==> src/rtl/key_evt_pkg.sv <==
// Shared types and helpers for the key debounce / event block.
// key_evt_t describes one FIFO word for the default 4-input build.
package key_evt_pkg;

   localparam int unsigned KEY_IN_NUM = 4;

   function automatic int unsigned evt_width(input int unsigned in_num);
      return 2 * in_num;
   endfunction

   localparam int unsigned EVT_W = evt_width(KEY_IN_NUM);

   typedef struct packed {
      logic [KEY_IN_NUM-1:0] changed;
      logic [KEY_IN_NUM-1:0] level;
   } key_evt_t;

endpackage

==> src/rtl/sync_fifo_fwft.sv <==
// Generic single-clock show-ahead FIFO; head word is visible on pop_data while non-empty.
// A push into a full FIFO is accepted only when a pop happens in the same cycle.
module sync_fifo_fwft #(
   parameter int unsigned WIDTH = 8,
   parameter int unsigned DEPTH = 8
) (
   input  logic                     clk,
   input  logic                     rst,
   input  logic                     push,
   input  logic [WIDTH-1:0]         push_data,
   input  logic                     pop,
   output logic [WIDTH-1:0]         pop_data,
   output logic                     full,
   output logic                     empty,
   output logic [$clog2(DEPTH):0]   count
);

   localparam int unsigned PTR_W = (DEPTH > 1) ? $clog2(DEPTH) : 1;
   localparam int unsigned CNT_W = $clog2(DEPTH) + 1;

   logic [WIDTH-1:0] mem [DEPTH];
   logic [PTR_W-1:0] wr_ptr_q;
   logic [PTR_W-1:0] rd_ptr_q;
   logic [CNT_W-1:0] count_q;
   logic             push_ok;
   logic             pop_ok;

   assign empty   = (count_q == '0);
   assign full    = (count_q == CNT_W'(DEPTH));
   assign pop_ok  = pop & ~empty;
   assign push_ok = push & (~full | pop_ok);

   always_ff @(posedge clk or posedge rst) begin
      if (rst) begin
         wr_ptr_q <= '0;
         rd_ptr_q <= '0;
         count_q  <= '0;
      end else begin
         if (push_ok) wr_ptr_q <= wr_ptr_q + PTR_W'(1);
         if (pop_ok)  rd_ptr_q <= rd_ptr_q + PTR_W'(1);
         count_q <= count_q + CNT_W'(push_ok) - CNT_W'(pop_ok);
      end
   end

   // Storage needs no reset; the output is masked while empty.
   always_ff @(posedge clk) begin
      if (push_ok) mem[wr_ptr_q] <= push_data;
   end

   assign pop_data = empty ? '0 : mem[rd_ptr_q];
   assign count    = count_q;

endmodule

==> src/rtl/key_debounce_event.sv <==
// Synchronises and debounces raw key pins, publishes clean levels and queues
// one {changed, level} event per accepting sample tick; irq follows FIFO non-empty.
module key_debounce_event
   import key_evt_pkg::*;
#(
   parameter int unsigned IN_NUM     = 4,
   parameter bit          ACTIVE_LOW = 1'b1,
   parameter int unsigned SAMPLE_DIV = 1000,
   parameter int unsigned STABLE_CNT = 8,
   parameter int unsigned FIFO_DEPTH = 8
) (
   input  logic                          clk,
   input  logic                          rst,
   input  logic [IN_NUM-1:0]             raw_in,
   output logic [IN_NUM-1:0]             level_out,
   output logic                          evt_valid,
   output logic [evt_width(IN_NUM)-1:0]  evt_data,
   input  logic                          evt_pop,
   output logic [$clog2(FIFO_DEPTH):0]   evt_count,
   output logic                          overflow,
   input  logic                          ovf_clr,
   output logic                          irq
);

   localparam int unsigned DIV_W = $clog2(SAMPLE_DIV);
   localparam int unsigned CNT_W = $clog2(STABLE_CNT + 1);
   localparam logic [IN_NUM-1:0] INACTIVE = {IN_NUM{ACTIVE_LOW}};

   logic [IN_NUM-1:0] sync1_q, sync2_q;
   logic [IN_NUM-1:0] s;
   logic [DIV_W-1:0]  presc_q;
   logic              tick;
   logic [IN_NUM-1:0] level_q, level_d, changed;
   logic [CNT_W-1:0]  cnt_q [IN_NUM];
   logic [CNT_W-1:0]  cnt_d [IN_NUM];
   logic              push, fifo_full, fifo_empty;
   logic              overflow_q;

   assign s    = sync2_q ^ INACTIVE;
   assign tick = (presc_q == DIV_W'(SAMPLE_DIV - 1));

   always_comb begin
      level_d = level_q;
      changed = '0;
      for (int i = 0; i < IN_NUM; i++) begin
         cnt_d[i] = cnt_q[i];
         if (tick) begin
            if (s[i] == level_q[i]) begin
               cnt_d[i] = '0;
            end else if (cnt_q[i] == CNT_W'(STABLE_CNT - 1)) begin
               level_d[i] = ~level_q[i];
               cnt_d[i]   = '0;
               changed[i] = 1'b1;
            end else begin
               cnt_d[i] = cnt_q[i] + CNT_W'(1);
            end
         end
      end
   end

   always_ff @(posedge clk or posedge rst) begin
      if (rst) begin
         sync1_q    <= INACTIVE;
         sync2_q    <= INACTIVE;
         presc_q    <= '0;
         level_q    <= '0;
         overflow_q <= 1'b0;
         for (int i = 0; i < IN_NUM; i++) cnt_q[i] <= '0;
      end else begin
         sync1_q <= raw_in;
         sync2_q <= sync1_q;
         presc_q <= tick ? '0 : presc_q + DIV_W'(1);
         level_q <= level_d;
         for (int i = 0; i < IN_NUM; i++) cnt_q[i] <= cnt_d[i];
         // A dropped word must stay visible even if firmware clears in the same cycle.
         if (push && fifo_full && !evt_pop) overflow_q <= 1'b1;
         else if (ovf_clr)                  overflow_q <= 1'b0;
      end
   end

   assign push = tick & (|changed);

   sync_fifo_fwft #(
      .WIDTH (evt_width(IN_NUM)),
      .DEPTH (FIFO_DEPTH)
   ) u_fifo (
      .clk       (clk),
      .rst       (rst),
      .push      (push),
      .push_data ({changed, level_d}),
      .pop       (evt_pop),
      .pop_data  (evt_data),
      .full      (fifo_full),
      .empty     (fifo_empty),
      .count     (evt_count)
   );

   assign level_out = level_q;
   assign evt_valid = ~fifo_empty;
   assign irq       = ~fifo_empty;
   assign overflow  = overflow_q;

endmodule

==> config.mk <==
export PLATFORM = sky130hd
export DESIGN_NAME = key_debounce_event
export DESIGN_NICKNAME = d
export VERILOG_FILES = /design/src/rtl/key_evt_pkg.sv /design/src/rtl/sync_fifo_fwft.sv /design/src/rtl/key_debounce_event.sv
export SDC_FILE = /design/constraint.sdc
export NUM_CORES = 1
export LEC_CHECK = 0
export CAP_MARGIN = 20
export CELL_PAD_IN_SITES_DETAIL_PLACEMENT = 1
export CELL_PAD_IN_SITES_GLOBAL_PLACEMENT = 2
export CORE_MARGIN = 2
export CORE_UTILIZATION = 39
export DETAILED_ROUTE_END_ITERATION = 12
export MAX_ROUTING_LAYER = met4
export PLACE_DENSITY = 0.82
export SYNTH_ARGS = -nofsm -noshare
export SYNTH_HDL_FRONTEND = slang
export SYNTH_SLANG_ARGS = --single-unit
==> constraint.sdc <==
create_clock -name clk -period 2.7 [get_ports clk]
set_clock_uncertainty 0.1 [all_clocks]
set_input_delay 0.54 -clock clk [delete_from_list [all_inputs] [get_ports clk]]
set_output_delay 0.54 -clock clk [all_outputs]
set_load 0.01 [all_outputs]
-- After elaboration in Yosys (flattened, before gate mapping)
Memory sizes are Yosys's and may differ from the RTL's.
Cells that the tools add are included.
- bits in registers: 49
- memory bits (writable): 64
- output and inout bits: 19
- memories kept: 1
- $add $sub $neg: 9
- eq/ne operators: 10
- mux-type cells: 38
- bitwise operators: 11
- reductions and logical operators: 6
- memories (memory ; words ; bits a word ; rd ports ; clocked after Yosys merged registers in ; wr ports ; line ; source):
    u_fifo.mem ; 8 ; 8 ; 1 ; 0 ; 1 ; sync_fifo_fwft.sv:21 ; logic [WIDTH-1:0] mem [DEPTH];
- operators by type and width (operator ; count):
    $mux 4 ; 8
    $mux 1 ; 28
    $add 4x1->4 const B ; 4
    $eq 4x3->1 const B ; 4
    $add 10x1->10 const B ; 1
    $eq 10x10->1 const B ; 1
    $mux 10 ; 1
    $mux 8 ; 1
    $add 3x1->3 const B ; 2
    $not 1->1 ; 6
    $add 4x1->4 ; 1
    $eq 1x1->1 ; 4
    $eq 4x4->1 const B ; 1
    $logic_not 4->1 ; 1
    $not 4->4 ; 1
    $reduce_or 4->1 ; 1
    $sub 4x1->4 ; 1
    $and 1x1->1 ; 3
    $logic_and 1x1->1 ; 2
    $reduce_bool 2->1 ; 1
    $logic_not 1->1 ; 1
    $or 1x1->1 ; 1

-- Depth between registers and ports, before layout
Gate-level depths: netlist of the first run.
- depth after elaboration: 9
- gate-level depth with buffers: 13
- gate-level depth less buffers: 12

-- By module
From an unflattened synthesis of the first run, not the netlist that was laid out.
- cells, all modules: 363
- area, all modules: 4922.2 um^2
- modules (own cells, without submodules) (module ; times used ; cells an instance ; area each (um^2)):
    sync_fifo_fwft ; 1 ; 190 ; 3121.7
    key_debounce_event ; 1 ; 173 ; 1800.5

-- Worst setup path after synthesis of the first run
No wires, ideal clock.
- kind: register to register
- start: register presc_q[0]
- end: memory u_fifo.mem[5][0] (enable)
- setup time: 0.395 ns
- arrival: 2.106 ns
- required time: 2.205 ns
- slack: 0.100 ns
- cell stages (with the launch flop): 7
- clock period less this slack: 2.600 ns
- cell sequence: dfrtp_1 > ha_1 > and4b_4 > and3_4 > buf_6 > o21ai_4 > nor4_1
- longest elaborated chain between the ends: 7
- ends and longest elaborated chain (item ; line ; source):
    start, declared ; key_debounce_event.sv:31 ; logic [DIV_W-1:0] presc_q;
    start signal, assigned ; key_debounce_event.sv:72 ; presc_q <= tick ? '0 : presc_q + DIV_W'(1);
    $eq 10x10->1 (*) ; key_debounce_event.sv:40 ; assign tick = (presc_q == DIV_W'(SAMPLE_DIV - 1));
    $mux 1 ; key_debounce_event.sv:47 ; if (tick) begin
    $reduce_or 4->1 ; key_debounce_event.sv:81 ; assign push = tick & (|changed);
    $and 1x1->1 (*) ; key_debounce_event.sv:81 ;
    $and 1x1->1 (*) ; sync_fifo_fwft.sv:31 ; assign push_ok = push & (~full | pop_ok);
    $mux 1 (*) ; sync_fifo_fwft.sv:47 ; if (push_ok) mem[wr_ptr_q] <= push_data;
    $mux 1 (not written as such) (*) ; sync_fifo_fwft.sv:47 ;
    end, declared ; sync_fifo_fwft.sv:21 ;
Every way passes the cells marked *; elsewhere a longest branch is shown, timed or not.

-- Worst setup path in the final report of the first run
- start: register u_fifo.rd_ptr_q[0]
- end: output evt_data[5]
- longest elaborated chain between the ends: 2
- ends and longest elaborated chain (item ; line ; source):
    start, declared ; sync_fifo_fwft.sv:23 ; logic [PTR_W-1:0] rd_ptr_q;
    start signal, assigned ; sync_fifo_fwft.sv:40 ; if (pop_ok) rd_ptr_q <= rd_ptr_q + PTR_W'(1);
    $mem_v2 8x8 ; - ;
    $mux 8 ; sync_fifo_fwft.sv:50 ; assign pop_data = empty ? '0 : mem[rd_ptr_q];
    end, declared ; key_debounce_event.sv:17 ; output logic [evt_width(IN_NUM)-1:0] evt_data,
No other way between the ends.

==> flow_metrics.py, run 1 <==
metrics = {
    "drt": {
        "drt_iter0_drc": 180,
        "drt_first_pass_iters": 4,
        "drc": 0,
        "drt.antenna.violating_nets": 0,
        "highest_routed_layer": "met4",
        "route.vias.total": 3035,
        "wl_um": 11300,
        "drt-vias-per-instance": 5.13,
        "route.detailed.wl_per_inst_um": 19.1,
        "m1WireLength_um": 4820,
        "route.met2.wl_um": 5920,
        "detailed_routed_wire_length_on_met3_um": 373,
    },
    "synth": {
        "synth_mux_area_share_pct": 9.43,
        "synth.net_count": 361,
        "synth_compound_gate_area_share_pct": 6.17,
        "synth-async-reset-ratio_pct": 43.4,
        "netlist_area_um2": 4910,
        "synth-warning-count": 0,
        "synth_cells": 339,
        "avgSynthCellArea_um2": 14.5,
        "number_of_synthesized_register_bits": 113,
        "synth_area_in_xor_xnor_pct": 3.39,
        "synth_ff_type": "sky130_fd_sc_hd__edfxtp_1",
        "main_combinational_cell_family_by_area_after_synthesis": "simple AND/OR/NAND/NOR gates",
        "seq_area_frac_synth_pct": 64.3,
        "synth_enable_flop_cells": 64,
        "synth_fa_ha_area_share_pct": 3.72,
        "synth_cell_types": 47,
        "synthSimpleGateAreaFrac_pct": 10.5,
    },
    "place": {
        "routabilityCongestion": 0.765,
        "place.detailed.instances": 552,
        "place.detailed.hpwl_um": 7080,
        "io_buffers": 26,
    },
    "sta": {
        "relSlewSlack_pct": 36.9,
        "rsz0062_at_grt": "false",
        "tightest_slew_ns": 0.938,
        "max_freq_mhz": 384,
        "number_of_pins_exceeding_their_max_slew_limit_in_the_final_report": 0,
        "hold_violations_final": 0,
        "finalSetupViolCount": 0,
        "timing.final.crit_period_ns": 2.60,
        "min_period_over_period_pct": 96.4,
    },
    "worst_setup_path": {
        "setup.worst_path.end_class": "output port",
        "cp_data_required_time_ns": 2.06,
        "setup.worst_path.class": "reg2out",
        "critical_path.max_fanout": 8,
        "worstPathArrival_ns": 1.96,
        "crit_path_start_kind": "flip-flop",
    },
    "clock_network": {
        "insertion_delay_ns": 0.42,
        "numCtsBuffers": 17,
        "cts_root_buf": "sky130_fd_sc_hd__clkbuf_16",
        "cts_max_level": 4,
        "clk_path_buf_depth": 2,
        "clock_tree_from_tritoncts": "built",
        "clkTransAtPathRegs_ns": 0.05,
        "tritoncts_num_sinks": 113,
    },
    "floorplanning": {
        "die-height_um": 116,
        "placementRows": 40,
        "fp.dieW_um": 116,
        "io_pins": 27,
        "die_area_um2": 13500,
        "start_util_pct": 40.4,
        "standard_cell_core_area_um2": 12200,
    },
    "layout": {
        "most-common-layout-cells": "sky130_fd_sc_hd__edfxtp_1, sky130_fd_sc_hd__dfrtp_1, sky130_fd_sc_hd__buf_4",
        "layout.cells.most_common": "sky130_fd_sc_hd__edfxtp_1",
        "final_cell_count_no_fill": 592,
        "antennaDiodeCount": 0,
        "final_layout_size_suffix_gt1_share_pct": 26.4,
        "final_core_area_utilization_pct": 51.0,
        "final_nets": 433,
        "syn2layout_area_growth_pct": 26.3,
    },
    "grt": {
        "grt_first_pass_wirelength_um": 18100,
        "grt_usage_pct": 18.9,
        "number_of_global_route_vias_before_repair": 3397,
        "grt_overflow": 0,
        "antenna_found_initial": 0,
        "grt_max_degree": 31,
    },
    "run": {
        "max_capacitance_violation_count": 0,
    },
    "run_status": {
        "run_status": "complete, no violations",
    },
    "power_and_ir_drop": {
        "highest_ir_drop_seen_on_vdd_v": 0.000381,
        "powerDensity_nw_per_um2": 816,
        "leakagePower_nw": 2.62,
    },
    "min_path": {
        "min_path_type": "in2async",
    },
}
-- Yosys cell counts (3+ instances only) --
master | n | area, um2
sky130_fd_sc_hd__dfrtp_1 | 41 | 1030
sky130_fd_sc_hd__and2_1 | 5 | 31.3
sky130_fd_sc_hd__o22ai_1 | 3 | 18.8
sky130_fd_sc_hd__a21oi_1 | 3 | 15.0
sky130_fd_sc_hd__mux2i_1 | 8 | 80.1
sky130_fd_sc_hd__clkbuf_1 | 4 | 15.0
sky130_fd_sc_hd__o31ai_1 | 8 | 60.1
sky130_fd_sc_hd__edfxtp_1 | 64 | 1920
sky130_fd_sc_hd__nand3_1 | 19 | 95.1
sky130_fd_sc_hd__nand2_1 | 17 | 63.8
sky130_fd_sc_hd__xnor2_1 | 8 | 70.1
sky130_fd_sc_hd__and3_1 | 5 | 31.3
sky130_fd_sc_hd__nor2b_1 | 3 | 18.8
sky130_fd_sc_hd__xor2_1 | 11 | 96.3
sky130_fd_sc_hd__nand2b_1 | 5 | 31.3
sky130_fd_sc_hd__ha_1 | 13 | 163
sky130_fd_sc_hd__buf_4 | 3 | 22.5
sky130_fd_sc_hd__inv_1 | 13 | 48.8
sky130_fd_sc_hd__nor4_1 | 7 | 43.8
sky130_fd_sc_hd__o21ai_0 | 19 | 95.1
sky130_fd_sc_hd__nor3_1 | 4 | 20.0
sky130_fd_sc_hd__nand3b_1 | 4 | 30.0
sky130_fd_sc_hd__mux4_2 | 16 | 360
sky130_fd_sc_hd__dfstp_2 | 8 | 210
sky130_fd_sc_hd__nor2_1 | 22 | 82.6
-- metal layers --
layer,up-vias,track usage [%]
met2,51,32.2
met3,19,4.62
met5,-,-
met1,1551,21.8
li1,1414,-
met4,0,6.83
-- worst max-delay path: stages (launching register included) --
cell	delay (ns)
sky130_fd_sc_hd__dfrtp_2	0.41
sky130_fd_sc_hd__clkbuf_16	0.18
sky130_fd_sc_hd__mux4_2	0.50
sky130_fd_sc_hd__mux2i_1	0.14
sky130_fd_sc_hd__nor2_1	0.05
sky130_fd_sc_hd__dlygate4sd2_1	0.27
-- layout make-up --
cell class / instances / area [um2]
clock buffers: 19 / 443
clock inverters: 13 / 136
fillers: 1224 / 5960
inverters: 13 / 48.8
multi-input cells: 200 / 1630
flip-flops and latches: 113 / 3160
well taps: 168 / 210
repair buffers: 66 / 573
-- where the power goes --
part	leakage (nW)	internal [mW]	switching [mW]
Combinational	0.973	0.492	0.422
Clock	0.277	1.38	0.802
Sequential	1.37	1.89	0.0798
Total	2.62	3.76	1.30
-- flip-flops by register name, summed over array words and instances, names as in the netlist --
signal           cells
u_fifo.mem          64
cnt_q               16
presc_q             10
level_out            4
sync1_q              4
sync2_q              4
u_fifo.count         4
u_fifo.rd_ptr_q      3
u_fifo.wr_ptr_q      3
overflow             1
-- per-stage QoR --
stage | area [um2] | setup TNS (ns) | power, mW | setup WS (ns) | hold WS (ns)
2_1_floorplan | 4910 | 0 | 2.46 | 0.0995 | 0.245
6_report | 6200 | 0 | 5.06 | 0.0959 | 0.193
3_3_place_gp | 5560 | 0 | 2.71 | 0.167 | 0.247
4_1_cts | 6210 | -0.00188 | 5.14 | -0.00188 | 0.175
3_5_place_dp | 5560 | 0 | 2.75 | 0.0878 | 0.250
5_1_grt | 6200 | 0 | 5.27 | 0.00105 | 0.192
-- repair_timing --
item	4_1_cts	5_1_grt
pin swaps	0	1
buffers inserted	3	4
hold buffers	0	0
hold endpoints to repair	0	0
gates resized for setup	25	4
setup endpoints to repair	8	5
cloned	2	0
-- kinds of logic after synthesis --
family                   after synthesis
flip-flops                           113
AND/OR/NAND/NOR                       98
AO/OA/AOI/OAI                         43
buffers and inverters                 26
multiplexers                          26
XOR/XNOR                              19
adder cells (fa/ha/maj)               14
-- path summary, 6_finish.rpt --
kind                            cells after the start                            from                              to  slack [ns]
worst max-delay path                                5  u_fifo.rd_ptr_q[0]$_DFFE_PP0N_                     evt_data[5]         0.1
worst min-delay path                                2                             rst            cnt_q[9]$_DFFE_PP0N_        0.19
worst max register to register                     11       u_fifo.count[2]$_DFF_PP0_       u_fifo.count[2]$_DFF_PP0_        0.23
worst min register to register                      0            sync1_q[1]$_DFF_PP1_            sync2_q[1]$_DFF_PP1_        0.26
max in group asynchronous                           3                             rst  u_fifo.rd_ptr_q[0]$_DFFE_PP0N_        1.76
min in group clk                                    0            sync1_q[1]$_DFF_PP1_            sync2_q[1]$_DFF_PP1_        0.26
Power figures use the tool's default switching activity.
==> run 2: changes to the inputs <==
--- a/config.mk
+++ b/config.mk
@@ -9,10 +9,10 @@
 export CELL_PAD_IN_SITES_DETAIL_PLACEMENT = 1
 export CELL_PAD_IN_SITES_GLOBAL_PLACEMENT = 2
 export CORE_MARGIN = 2
-export CORE_UTILIZATION = 39
+export CORE_UTILIZATION = 40
 export DETAILED_ROUTE_END_ITERATION = 12
 export MAX_ROUTING_LAYER = met4
-export PLACE_DENSITY = 0.82
+export PLACE_DENSITY = 0.81
 export SYNTH_ARGS = -nofsm -noshare
 export SYNTH_HDL_FRONTEND = slang
 export SYNTH_SLANG_ARGS = --single-unit
==> constraint.sdc (replaced) <==
create_clock -name clk -period 3.26 [get_ports clk]
set_clock_uncertainty 0.1 [all_clocks]
set_input_delay 0.652 -clock clk [delete_from_list [all_inputs] [get_ports clk]]
set_output_delay 0.652 -clock clk [all_outputs]
set_load 0.01 [all_outputs]
==> flow_metrics.py, run 2 (same netlist as run 1, synthesis figures left out) <==
metrics = {
    "run_status": {
        "run_status": "complete, no violations",
    },
    "place": {
        "place.detailed.instances": 520,
        "pre_cts_ws_ns": 0.510,
        "place.detailed.hpwl_um": 6700,
        "routabilityCongestion": 0.740,
        "io_buffers": 26,
    },
    "clock_network": {
        "cts_max_level": 4,
        "cts.hold.buffers_added": 0,
        "post_cts_resize_count": 0,
        "cts_root_buf": "sky130_fd_sc_hd__clkbuf_16",
        "clk_path_buf_depth": 2,
        "clock_tree_from_tritoncts": "built",
        "clkTransAtPathRegs_ns": 0.05,
        "numCtsBuffers": 17,
        "number_of_setup_buffers_added_after_cts": 0,
        "insertion_delay_ns": 0.41,
        "tritoncts_num_sinks": 113,
    },
    "worst_setup_path": {
        "critical_path.max_fanout": 18,
        "cpLargestDelayFamily": "buffers and inverters",
        "critical_path.reg2reg.endpoint": "u_fifo.mem[7][3]$_DFFE_PP_",
        "crit_path_start": "u_fifo.rd_ptr_q[0]$_DFFE_PP0N_",
        "setup.worst_path.end_class": "output port",
        "endpoint": "evt_data[5]",
        "setup.worst_path.class": "reg2out",
        "rr_worst_depth": 4,
        "worstPathArrival_ns": 2.33,
        "critPathMaxStageDelay_ns": 0.54,
        "rrSetupSlack_ns": 0.67,
        "cp_data_required_time_ns": 2.51,
        "worst_path_buf_inv": 2,
        "timing.rr.start": "presc_q[0]$_DFF_PP0_",
        "worstPathCellList": "buf_4, mux4_2, mux2i_1, nor2_1, clkdlybuf4s50_1",
        "crit_path_start_kind": "flip-flop",
        "cp.depth": 5,
        "critPathSlowestCell": "sky130_fd_sc_hd__mux4_2",
    },
    "power_and_ir_drop": {
        "leakagePower_nw": 2.51,
        "powerDensity_nw_per_um2": 674,
        "highest_ir_drop_seen_on_vdd_v": 0.000270,
        "total_power_mw": 4.08,
    },
    "sta": {
        "relSlewSlack_pct": 26.9,
        "final_worst_setup_slack_ns": 0.177,
        "worst_hold_slack_ns": 0.255,
        "min_period_over_period_pct": 94.6,
        "tightest_slew_ns": 1.09,
        "tns_ns": 0,
        "max_freq_mhz": 324,
        "timing.final.crit_period_ns": 3.08,
        "hold_violations_final": 0,
        "finalSetupViolCount": 0,
        "number_of_pins_exceeding_their_max_slew_limit_in_the_final_report": 0,
        "rsz0062_at_grt": "false",
    },
    "drt": {
        "drt_first_pass_iters": 4,
        "wl_um": 10300,
        "drc": 0,
        "route.vias.total": 2932,
        "drt.antenna.violating_nets": 0,
        "drt_iter0_drc": 162,
        "route.detailed.wl_per_inst_um": 18.7,
        "drt-vias-per-instance": 5.30,
    },
    "min_path": {
        "min_path_cells": 0,
        "hold_start": "sync1_q[1]$_DFF_PP1_",
        "min_path_type": "reg2reg",
    },
    "grt": {
        "grt_first_pass_wirelength_um": 16700,
        "grt_usage_pct": 17.8,
        "number_of_global_route_vias_before_repair": 3140,
        "antenna_found_initial": 0,
        "groute.layer.met2.usage_pct": 29.2,
        "globalRoute.busiestLayer": "met2",
        "grt_overflow": 0,
        "groute.layer.met1.usage_pct": 20.9,
        "grt_max_degree": 32,
        "grt_util_met3_pct": 4.74,
    },
    "floorplanning": {
        "die_area_um2": 13200,
        "placementRows": 40,
        "die-height_um": 115,
        "standard_cell_core_area_um2": 12000,
        "io_pins": 27,
        "start_util_pct": 40.9,
        "fp.dieW_um": 115,
    },
    "layout": {
        "final_nets": 415,
        "largest_register": "u_fifo.mem",
        "syn2layout_area_growth_pct": 23.2,
        "antennaDiodeCount": 0,
        "largestRegisters": "u_fifo.mem (64), cnt_q (16), presc_q (10)",
        "final_cell_count_no_fill": 553,
        "largest_reg_flops": 64,
        "layout.cells.most_common": "sky130_fd_sc_hd__edfxtp_1",
        "most-common-layout-cells": "sky130_fd_sc_hd__edfxtp_1, sky130_fd_sc_hd__dfrtp_1, sky130_fd_sc_hd__clkdlybuf4s50_1",
        "final_layout_size_suffix_gt1_share_pct": 20.9,
    },
    "run": {
        "max_capacitance_violation_count": 0,
    },
}
[run 2: cell types whose count changed in the layout (fill, tap and decap cells not counted), sizes merged]
cell / delta
bufinv: +2
clkinvlp: -1
dlygate4sd2: -2
clkbuf: -2
clkdlybuf4s50: +8
inv: -2
clkinv: -1
buf: -20
[run 2: layer usage]
layer,share of wire [%],vias to the layer above
met4,1.5,0
met3,2.8,17
met1,45,1500
li1,-,1369
met5,0,-
met2,51,46
[run 2: worst min path at each step]
stage	to
6_report	sync2_q[1]$_DFF_PP1_
5_1_grt	sync2_q[1]$_DFF_PP1_
4_1_cts	sync2_q[1]$_DFF_PP1_
3_5_place_dp	sync2_q[1]$_DFF_PP1_
3_3_place_gp	sync2_q[0]$_DFF_PP1_
2_1_floorplan	sync2_q[0]$_DFF_PP1_
[run 2: final cells by class]
| cell class | instances | area [um2] |
|---|---|---|
| fillers | 1208 | 5960 |
| clock inverters | 11 | 163 |
| well taps | 147 | 184 |
| multi-input cells | 200 | 1630 |
| clock buffers | 21 | 440 |
| repair buffers | 48 | 423 |
| inverters | 13 | 48.8 |
| flip-flops and latches | 113 | 3160 |
[run 2: worst register-to-register path: cells and delay by family, from the launching register on]
kind,cells,cell delay (ns)
AO/OA/AOI/OAI,1,0.99
AND/OR/NAND/NOR,2,0.54
flip-flops,1,0.38
adder cells (fa/ha/maj),1,0.23
[run 2: where the power goes]
part           switching, mW  total [mW]  internal (mW)
Sequential             0.111        1.67           1.56
Combinational          0.238       0.504          0.266
Clock                  0.634        1.90           1.27
[run 2: through the flow]
step,utilization (%),cell area (um2)
finish,50.4,6050
CTS,50.3,6040
detailed placement,45.3,5440
global placement,45.3,5440
floorplan,-,4910
global route,50.4,6050
==> run 3: changes to the inputs <==
--- a/config.mk
+++ b/config.mk
@@ -10,6 +10,7 @@
 export CELL_PAD_IN_SITES_GLOBAL_PLACEMENT = 2
 export CORE_MARGIN = 2
 export CORE_UTILIZATION = 40
+export CTS_BUF_LIST = sky130_fd_sc_hd__clkbuf_8
 export DETAILED_ROUTE_END_ITERATION = 12
 export MAX_ROUTING_LAYER = met4
 export PLACE_DENSITY = 0.81
==> flow_metrics.py, run 3 (same netlist as run 1, synthesis figures left out) <==
metrics = {
    "sta": {
        "tightest_slew_ns": 1.03,
        "timing.final.crit_period_ns": 3.02,
        "rsz0062_at_grt": "false",
        "tns_ns": 0,
        "relSlewSlack_pct": 30.9,
        "min_period_over_period_pct": 92.8,
        "hold_violations_final": 0,
        "max_freq_mhz": 331,
        "number_of_pins_exceeding_their_max_slew_limit_in_the_final_report": 0,
        "finalSetupViolCount": 0,
    },
    "power_and_ir_drop": {
        "seqPwrFrac_pct": 47.1,
        "power_frac_clock_pct": 38.6,
        "netSwitchingFraction_pct": 25.4,
        "total_power_mw": 3.55,
        "cellInternalPower_mw": 2.64,
        "share_comb_of_total_power_pct": 14.3,
        "powerDensity_nw_per_um2": 605,
        "power.net_switching_mw": 0.902,
        "highest_ir_drop_seen_on_vdd_v": 0.000243,
        "leakagePower_nw": 2.44,
    },
    "drt": {
        "drt_iter0_drc": 146,
        "route.detailed.wl_per_inst_um": 18.0,
        "drt.antenna.violating_nets": 0,
        "wl_um": 9960,
        "drc": 0,
        "route.vias.total": 2931,
        "drt_first_pass_iters": 4,
        "drt-vias-per-instance": 5.30,
    },
    "clock_network": {
        "clk_path_buf_depth": 2,
        "clkTransAtPathRegs_ns": 0.07,
        "insertion_delay_ns": 0.42,
        "clock_tree_from_tritoncts": "built",
        "cts_root_buf": "sky130_fd_sc_hd__clkbuf_8",
        "cts.hold.buffers_added": 0,
        "tritoncts_num_sinks": 113,
        "cts_max_level": 4,
        "numCtsBuffers": 17,
    },
    "layout": {
        "largestRegisters": "u_fifo.mem (64), cnt_q (16), presc_q (10)",
        "sequential_cell_area_um2": 3160,
        "most-common-layout-cells": "sky130_fd_sc_hd__edfxtp_1, sky130_fd_sc_hd__dfrtp_1, sky130_fd_sc_hd__clkdlybuf4s50_1",
        "final_nets": 415,
        "multi_input_area_um2": 1630,
        "largest_reg_flops": 64,
        "antennaDiodeCount": 0,
        "fillers": 1229,
        "final_layout_size_suffix_gt1_share_pct": 20.9,
        "layout.cells.most_common": "sky130_fd_sc_hd__edfxtp_1",
        "largest_register": "u_fifo.mem",
        "syn2layout_area_growth_pct": 19.4,
    },
    "place": {
        "io_buffers": 26,
        "routabilityCongestion": 0.740,
        "place.detailed.hpwl_um": 6700,
    },
    "floorplanning": {
        "die-height_um": 115,
        "fp.dieW_um": 115,
        "io_pins": 27,
        "start_util_pct": 40.9,
        "die_area_um2": 13200,
        "standard_cell_core_area_um2": 12000,
        "placementRows": 40,
    },
    "run": {
        "max_capacitance_violation_count": 0,
    },
    "min_path": {
        "min_path_type": "reg2reg",
    },
    "worst_setup_path": {
        "critical_path.max_fanout": 18,
        "worstPathArrival_ns": 2.27,
        "setup.worst_path.end_class": "output port",
        "cp_data_required_time_ns": 2.51,
        "setup.worst_path.class": "reg2out",
        "rrSetupSlack_ns": 0.71,
        "crit_path_start_kind": "flip-flop",
    },
    "grt": {
        "number_of_global_route_vias_before_repair": 3140,
        "antenna_found_initial": 0,
        "grt_max_degree": 32,
        "grt_first_pass_wirelength_um": 16300,
        "grt_overflow": 0,
        "grt_usage_pct": 17.2,
    },
    "run_status": {
        "run_status": "complete, no violations",
    },
}
run 3: cell count changes in the layout (fill, tap and decap cells not counted), sizes merged:
cell,before,now
inv,13,17
clkbuf,21,17
run 3: layout make-up:
type,instances,share of cell area [%]
Sequential cell,113,53.9
Multi-Input combinational cell,200,27.8
Timing Repair Buffer,48,7.28
Clock buffer,17,3.99
Tap cell,147,3.14
Clock inverter,15,3.03
Inverter,13,0.832
run 3: final timing paths:
| check | end | start | depth (start not counted) |
|---|---|---|---|
| min in group asynchronous | presc_q[3]$_DFF_PP0_ | rst | 2 |
| worst max-delay path | evt_data[5] | u_fifo.rd_ptr_q[0]$_DFFE_PP0N_ | 5 |
| worst min-delay path | sync2_q[1]$_DFF_PP1_ | sync1_q[1]$_DFF_PP1_ | 0 |
| worst min register to register | sync2_q[1]$_DFF_PP1_ | sync1_q[1]$_DFF_PP1_ | 0 |
| worst max register to register | u_fifo.mem[1][3]$_DFFE_PP_ | presc_q[0]$_DFF_PP0_ | 4 |
| max in group asynchronous | sync1_q[3]$_DFF_PP1_ | rst | 3 |
run 3: stage by stage:
step	hold WS [ns]	setup WS (ns)	cell area [um2]	utilization, %	std cells
2_1_floorplan	0.245	0.660	4910	-	339
3_3_place_gp	0.247	0.535	5440	45.3	520
3_5_place_dp	0.248	0.510	5440	45.3	520
4_1_cts	0.258	0.0379	5850	48.7	552
5_1_grt	0.260	0.0718	5860	48.8	553
6_report	0.256	0.235	5860	48.8	553
run 3: repair_timing:
action                                 4_1_cts  5_1_grt
setup endpoints to repair                    0        4
endpoints found under the hold margin        0        0
setup buffers                                0        0
resized for setup                            0        2
run 3: layer usage:
metal / up-vias / GRT usage [%] / share of wire, %
met5: - / - / 0
met4: 0 / 6.51 / 1.4
met3: 18 / 4.74 / 2.9
met2: 46 / 27.6 / 51
met1: 1499 / 20.8 / 45
li1: 1368 / - / -
run 3: critical path, stage by stage (launching register included):
cell                              delay, ns
sky130_fd_sc_hd__dfrtp_1               0.34
sky130_fd_sc_hd__buf_6                 0.25
sky130_fd_sc_hd__mux4_2                0.53
sky130_fd_sc_hd__mux2i_1               0.19
sky130_fd_sc_hd__nor2_1                0.06
sky130_fd_sc_hd__clkdlybuf4s50_1       0.47
run 3: power groups by stage:
stage	sequential [mW]	clock [mW]	combinational, mW
CTS	1.67	1.40	0.519
detailed placement	1.70	0	0.517
global route	1.68	1.47	0.558
finish	1.67	1.37	0.506
global placement	1.70	0	0.494
floorplan	1.63	0	0.410
